$ cat src/rtl/thermal_drive_ctrl.sv
// Trip controller: start/drive/refuel/done FSM with a debounced thermal shutdown
// that pauses driving without disturbing trip state.
module thermal_drive_ctrl #(
    parameter int OVH_CYCLES  = 4,
    parameter int COOL_CYCLES = 8
) (
    input  logic       clk,
    input  logic       aresetn,
    input  logic       cpu_overheated,
    input  logic       start,
    input  logic       arrived,
    input  logic       gas_tank_empty,
    input  logic       refuel_done,
    output logic       shut_off_computer,
    output logic       keep_driving,
    output logic       refuel_req,
    output logic       trip_done,
    output logic [3:0] refuel_count
);

    typedef enum logic [1:0] {
        IDLE   = 2'd0,
        DRIVE  = 2'd1,
        REFUEL = 2'd2,
        DONE   = 2'd3
    } state_t;

    localparam logic [7:0] OVH_LAST  = 8'(OVH_CYCLES - 1);
    localparam logic [7:0] COOL_LAST = 8'(COOL_CYCLES - 1);

    state_t     r_state;
    logic [7:0] r_heat_cnt;
    logic [7:0] r_cool_cnt;
    logic       r_shut;
    logic [3:0] r_refuel_cnt;

    state_t     w_next;
    logic       w_start_ok;

    // Thermal filter: each counter only runs in its own half of the hysteresis.
    always_ff @(posedge clk or negedge aresetn) begin
        if (!aresetn) begin
            r_heat_cnt <= 8'd0;
            r_cool_cnt <= 8'd0;
            r_shut     <= 1'b0;
        end else if (!r_shut) begin
            r_cool_cnt <= 8'd0;
            if (!cpu_overheated) begin
                r_heat_cnt <= 8'd0;
            end else if (r_heat_cnt == OVH_LAST) begin
                r_heat_cnt <= 8'd0;
                r_shut     <= 1'b1;
            end else begin
                r_heat_cnt <= r_heat_cnt + 8'd1;
            end
        end else begin
            r_heat_cnt <= 8'd0;
            if (cpu_overheated) begin
                r_cool_cnt <= 8'd0;
            end else if (r_cool_cnt == COOL_LAST) begin
                r_cool_cnt <= 8'd0;
                r_shut     <= 1'b0;
            end else begin
                r_cool_cnt <= r_cool_cnt + 8'd1;
            end
        end
    end

    assign w_start_ok = (r_state == IDLE || r_state == DONE) && start;

    always_comb begin
        w_next = r_state;
        unique case (r_state)
            IDLE, DONE: begin
                if (start) begin
                    if (arrived)             w_next = DONE;
                    else if (gas_tank_empty) w_next = REFUEL;
                    else                     w_next = DRIVE;
                end
            end
            DRIVE: begin
                if (arrived)             w_next = DONE;
                else if (gas_tank_empty) w_next = REFUEL;
            end
            REFUEL: begin
                if (arrived)                            w_next = DONE;
                else if (refuel_done && !gas_tank_empty) w_next = DRIVE;
            end
            default: w_next = IDLE;
        endcase
    end

    // Count only entries into REFUEL; a start edge resets the tally first.
    always_ff @(posedge clk or negedge aresetn) begin
        if (!aresetn) begin
            r_state      <= IDLE;
            r_refuel_cnt <= 4'd0;
        end else begin
            r_state <= w_next;
            if (w_start_ok)
                r_refuel_cnt <= (w_next == REFUEL) ? 4'd1 : 4'd0;
            else if (w_next == REFUEL && r_state != REFUEL && r_refuel_cnt != 4'd15)
                r_refuel_cnt <= r_refuel_cnt + 4'd1;
        end
    end

    assign shut_off_computer = r_shut;
    assign keep_driving      = (r_state == DRIVE) && !r_shut;
    assign refuel_req        = (r_state == REFUEL);
    assign trip_done         = (r_state == DONE);
    assign refuel_count      = r_refuel_cnt;

endmodule

$ cat config.mk
export PLATFORM = sky130hd
export DESIGN_NAME = thermal_drive_ctrl
export DESIGN_NICKNAME = d
export VERILOG_FILES = /design/src/rtl/thermal_drive_ctrl.sv
export SDC_FILE = /design/constraint.sdc
export NUM_CORES = 1
export LEC_CHECK = 0
export BUFFER_PORTS_ARGS = -buffer_cell sky130_fd_sc_hd__buf_4
export CORE_ASPECT_RATIO = 0.75
export CORE_MARGIN = 3
export CORE_UTILIZATION = 57
export DETAILED_ROUTE_END_ITERATION = 10
export MAX_ROUTING_LAYER = met4
export PLACE_DENSITY_LB_ADDON = 0.2
export SYNTH_ARGS = -nofsm -noshare
export SYNTH_HDL_FRONTEND = slang
export SYNTH_SLANG_ARGS = --single-unit
$ cat constraint.sdc
create_clock -name clk -period 6.3 [get_ports clk]
set_clock_uncertainty 0.2 [all_clocks]
set_input_delay 1.26 -clock clk [delete_from_list [all_inputs] [get_ports clk]]
set_output_delay 1.26 -clock clk [all_outputs]
set_load 0.005 [all_outputs]
==> impl_metrics.csv <==
group,metric,value,unit
sta,period_minus_slack,2810,ps
sta,timing_worst_slew_pin_value,582,ps
floorplanning,rows,14,
route,dr.first_iter.drc_count,51,
sta,rsz0062_at_grt,"false",
placement,pre_cts_ws,3680,ps
sta,setup_violations,0,
placement,post-dp-hpwl,1780,um
sta,fin_ws,3490,ps
clock_network,cts_buffer_depth,2,
setup_path,path_cells,"inv_1 > ha_1 > nor2b_1 > buf_4",
setup_path,cp_slowest_cell,"dfrtp_1",
synthesis,syn_avg_cell_area,9.73,um2
route,drt-wirelength-per-cell,13.3,um
synthesis,netlist_area,1280,um2
grt,overflow,0,
finish,mostFrequentLayoutCells,"nor2_1 (23), dfrtp_1 (23), buf_4 (14)",
setup_path,cpPeakStageDelay,460,ps
hold_path,holdPathEnd,"r_cool_cnt[0]",
hold_path,worstHoldStart,"r_cool_cnt[0]",
clock_network,path_clk_slew,120,ps
hold_path,whs_path_depth,1,
sta,slew-limit-headroom,61.2,%
grt,grt_max_degree,24,
route,vias_per_cell,5.79,
setup_path,end_kind,"output port",
route,ant_nets,0,
sta,clock.fmax,0.355,GHz
synthesis,netlist_instances,132,
setup_path,worstSetupPathType,"flip-flop to output port",
synthesis,ys_warn_count,0,
synthesis,synthDistinctLibCells,36,
clock_network,cts_setup_buffers,0,
finish,drive_above_1_share,16.0,%
pwr,power.leakage,0.672,nW
setup_path,reg2regPathDepth,6,
job,cap_violations,0,
finish,multi_input_area,686,um2
finish,finalNetCount,164,
synthesis,ys_ff_latch,23,
setup_path,rr_endpoint,"refuel_count[2]",
sta,fin_tns_setup,0,ps
sta,period_share,44.7,%
finish,nFillCells,177,
setup_path,start_kind,"flip-flop",
setup_path,crit_required,4840,ps
pwr,cellPowerDensity,328,nW/um2
route,wirelength,2310,um
grt,track_usage,19.1,%
placement,numPortBuffers,14,
clock_network,cts_max_level,1,
floorplanning,die_w,60.8,um
clock_network,clk_latency,300,ps
sta,slew_violations,0,
route,num_vias,1007,
clock_network,numCtsBuffers,3,
clock_network,cts_tree,"yes",
pwr,ir_drop,0.194,mV
floorplanning,dieHeight,47.1,um
placement,gp_congestion,0.840,
clock_network,clock-root-buffer,"clkbuf_4",
grt,grt_pass1_vias,920,
clock_network,cts_hold_buf,0,
route,drt_pass1_iterations,4,
grt,antenna_found_initial,0,
finish,area_delta_synth_final,12.7,%
floorplanning,num_io_pins,15,
clock_network,clock_sinks,23,
floorplanning,fp.dieArea,2860,um2
route,post-route-drc-count,0,
finish,seqCellArea,576,um2
synthesis,mappedNetlistNets,145,
sta,final_hold_viol_count,0,
synthesis,synth_top_area_share,44.8,%
setup_path,path_max_fanout,6,
setup_path,worstPathArrival,1350,ps
setup_path,reg2reg_from,"r_state[0]",
synthesis,synth.area.top_cells,"dfrtp_1 (45%), nor2_1 (6.7%), ha_1 (5.8%)",
floorplanning,core_area,2070,um2
setup_path,r2r_slack,4070,ps
hold_path,hold_class,"flip-flop to flip-flop",
grt,grt_pass1_wl,3910,um
outcome,status,"finished clean",
floorplanning,initial_core_util,62.1,%
synthesis,synth_top_area_cell,"dfrtp_1",
finish,antenna_cells,0,
synthesis,ys_seq_area_share,44.8,%
clock_network,cts.repair.resized,0,
[synthesized netlist by cell type (all sizes together)]
master / n
o22a: 1
nor3: 1
o2bb2ai: 1
dfrtp: 23
nand2b: 2
nand2: 10
o21ai: 6
mux2i: 3
ha: 6
and3: 4
a221oi: 1
or3b: 1
xor2: 6
xnor2: 6
inv: 6
nor4: 1
nor2: 23
a211oi: 2
or3: 1
nor4b: 1
or4: 1
nand4: 2
nor2b: 1
o21a: 1
o221ai: 1
nand3: 8
a2bb2oi: 1
a21oi: 3
and3b: 1
a22oi: 1
nor3b: 2
a31oi: 1
and2: 3
o2111ai: 1
[flip-flops by register name, summed over array words and instances, names as in the netlist]
register,count
r_cool_cnt,8
r_heat_cnt,8
refuel_count,4
r_state,2
shut_off_computer,1
[report_power, final]
| group | switching (mW) | total (mW) | internal (mW) |
|---|---|---|---|
| registers | 0.0220 | 0.185 | 0.163 |
| clock network | 0.0408 | 0.0645 | 0.0237 |
| logic | 0.121 | 0.224 | 0.104 |
| total | 0.183 | 0.474 | 0.291 |
[metrics by stage]
| stage | std cells | area [um2] | utilization [%] | power [mW] | hold slack [ps] |
|---|---|---|---|---|---|
| after detailed placement | 170 | 1420 | 68.6 | 0.410 | 268 |
| after global placement | 170 | 1420 | 68.6 | 0.405 | 268 |
| after CTS | 174 | 1450 | 70.0 | 0.476 | 284 |
| final | 174 | 1450 | 70.0 | 0.474 | 279 |
| after floorplan | 132 | 1280 | - | 0.348 | 243 |
| after global routing | 174 | 1450 | 70.0 | 0.514 | 315 |
[area by class of cell]
| cell class | instances | share of cell area (%) |
|---|---|---|
| multi-input cells | 103 | 47.4 |
| flip-flops and latches | 23 | 39.8 |
| repair buffers | 14 | 7.27 |
| well taps | 24 | 2.08 |
| clock buffers | 3 | 1.56 |
| inverters | 6 | 1.56 |
| clock inverters | 1 | 0.346 |
[logic make-up after synthesis]
group,Yosys count,share of synthesized area [%]
adders and majority gates,6,5.85
AOI/OAI and AO/OA,20,11.7
DFF,23,44.8
buffers and inverters,6,1.75
muxes,3,2.34
xor gates and xnor gates,12,8.19
and+or+nand+nor,62,25.3
[per-layer routing]
layer	global-route usage [%]	up-vias	routed length [um]
li1	-	495	-
met1	24.1	491	1130
met2	30.7	19	1080
met3	5.77	2	96
met4	3.90	0	11
met5	-	-	0
[how the worst max path moves through the flow]
stage	slack, ps	start	end
2_1_floorplan	3940	arrived	refuel_count[2]
3_3_place_gp	3730	refuel_done	refuel_count[2]
3_5_place_dp	3680	refuel_done	refuel_count[2]
4_1_cts	3470	r_state[1]	keep_driving
5_1_grt	3390	r_state[1]	keep_driving
6_report	3490	r_state[1]	keep_driving
[critical path, delay by kind of cell, from the launching register on]
kind	cells	cell delay, ps
adder cells (fa/ha/maj)	1	220
buffers and inverters	2	230
flip-flops	1	460
AND/OR/NAND/NOR	1	140
No activity file was read; power rests on OpenSTA's default activity.
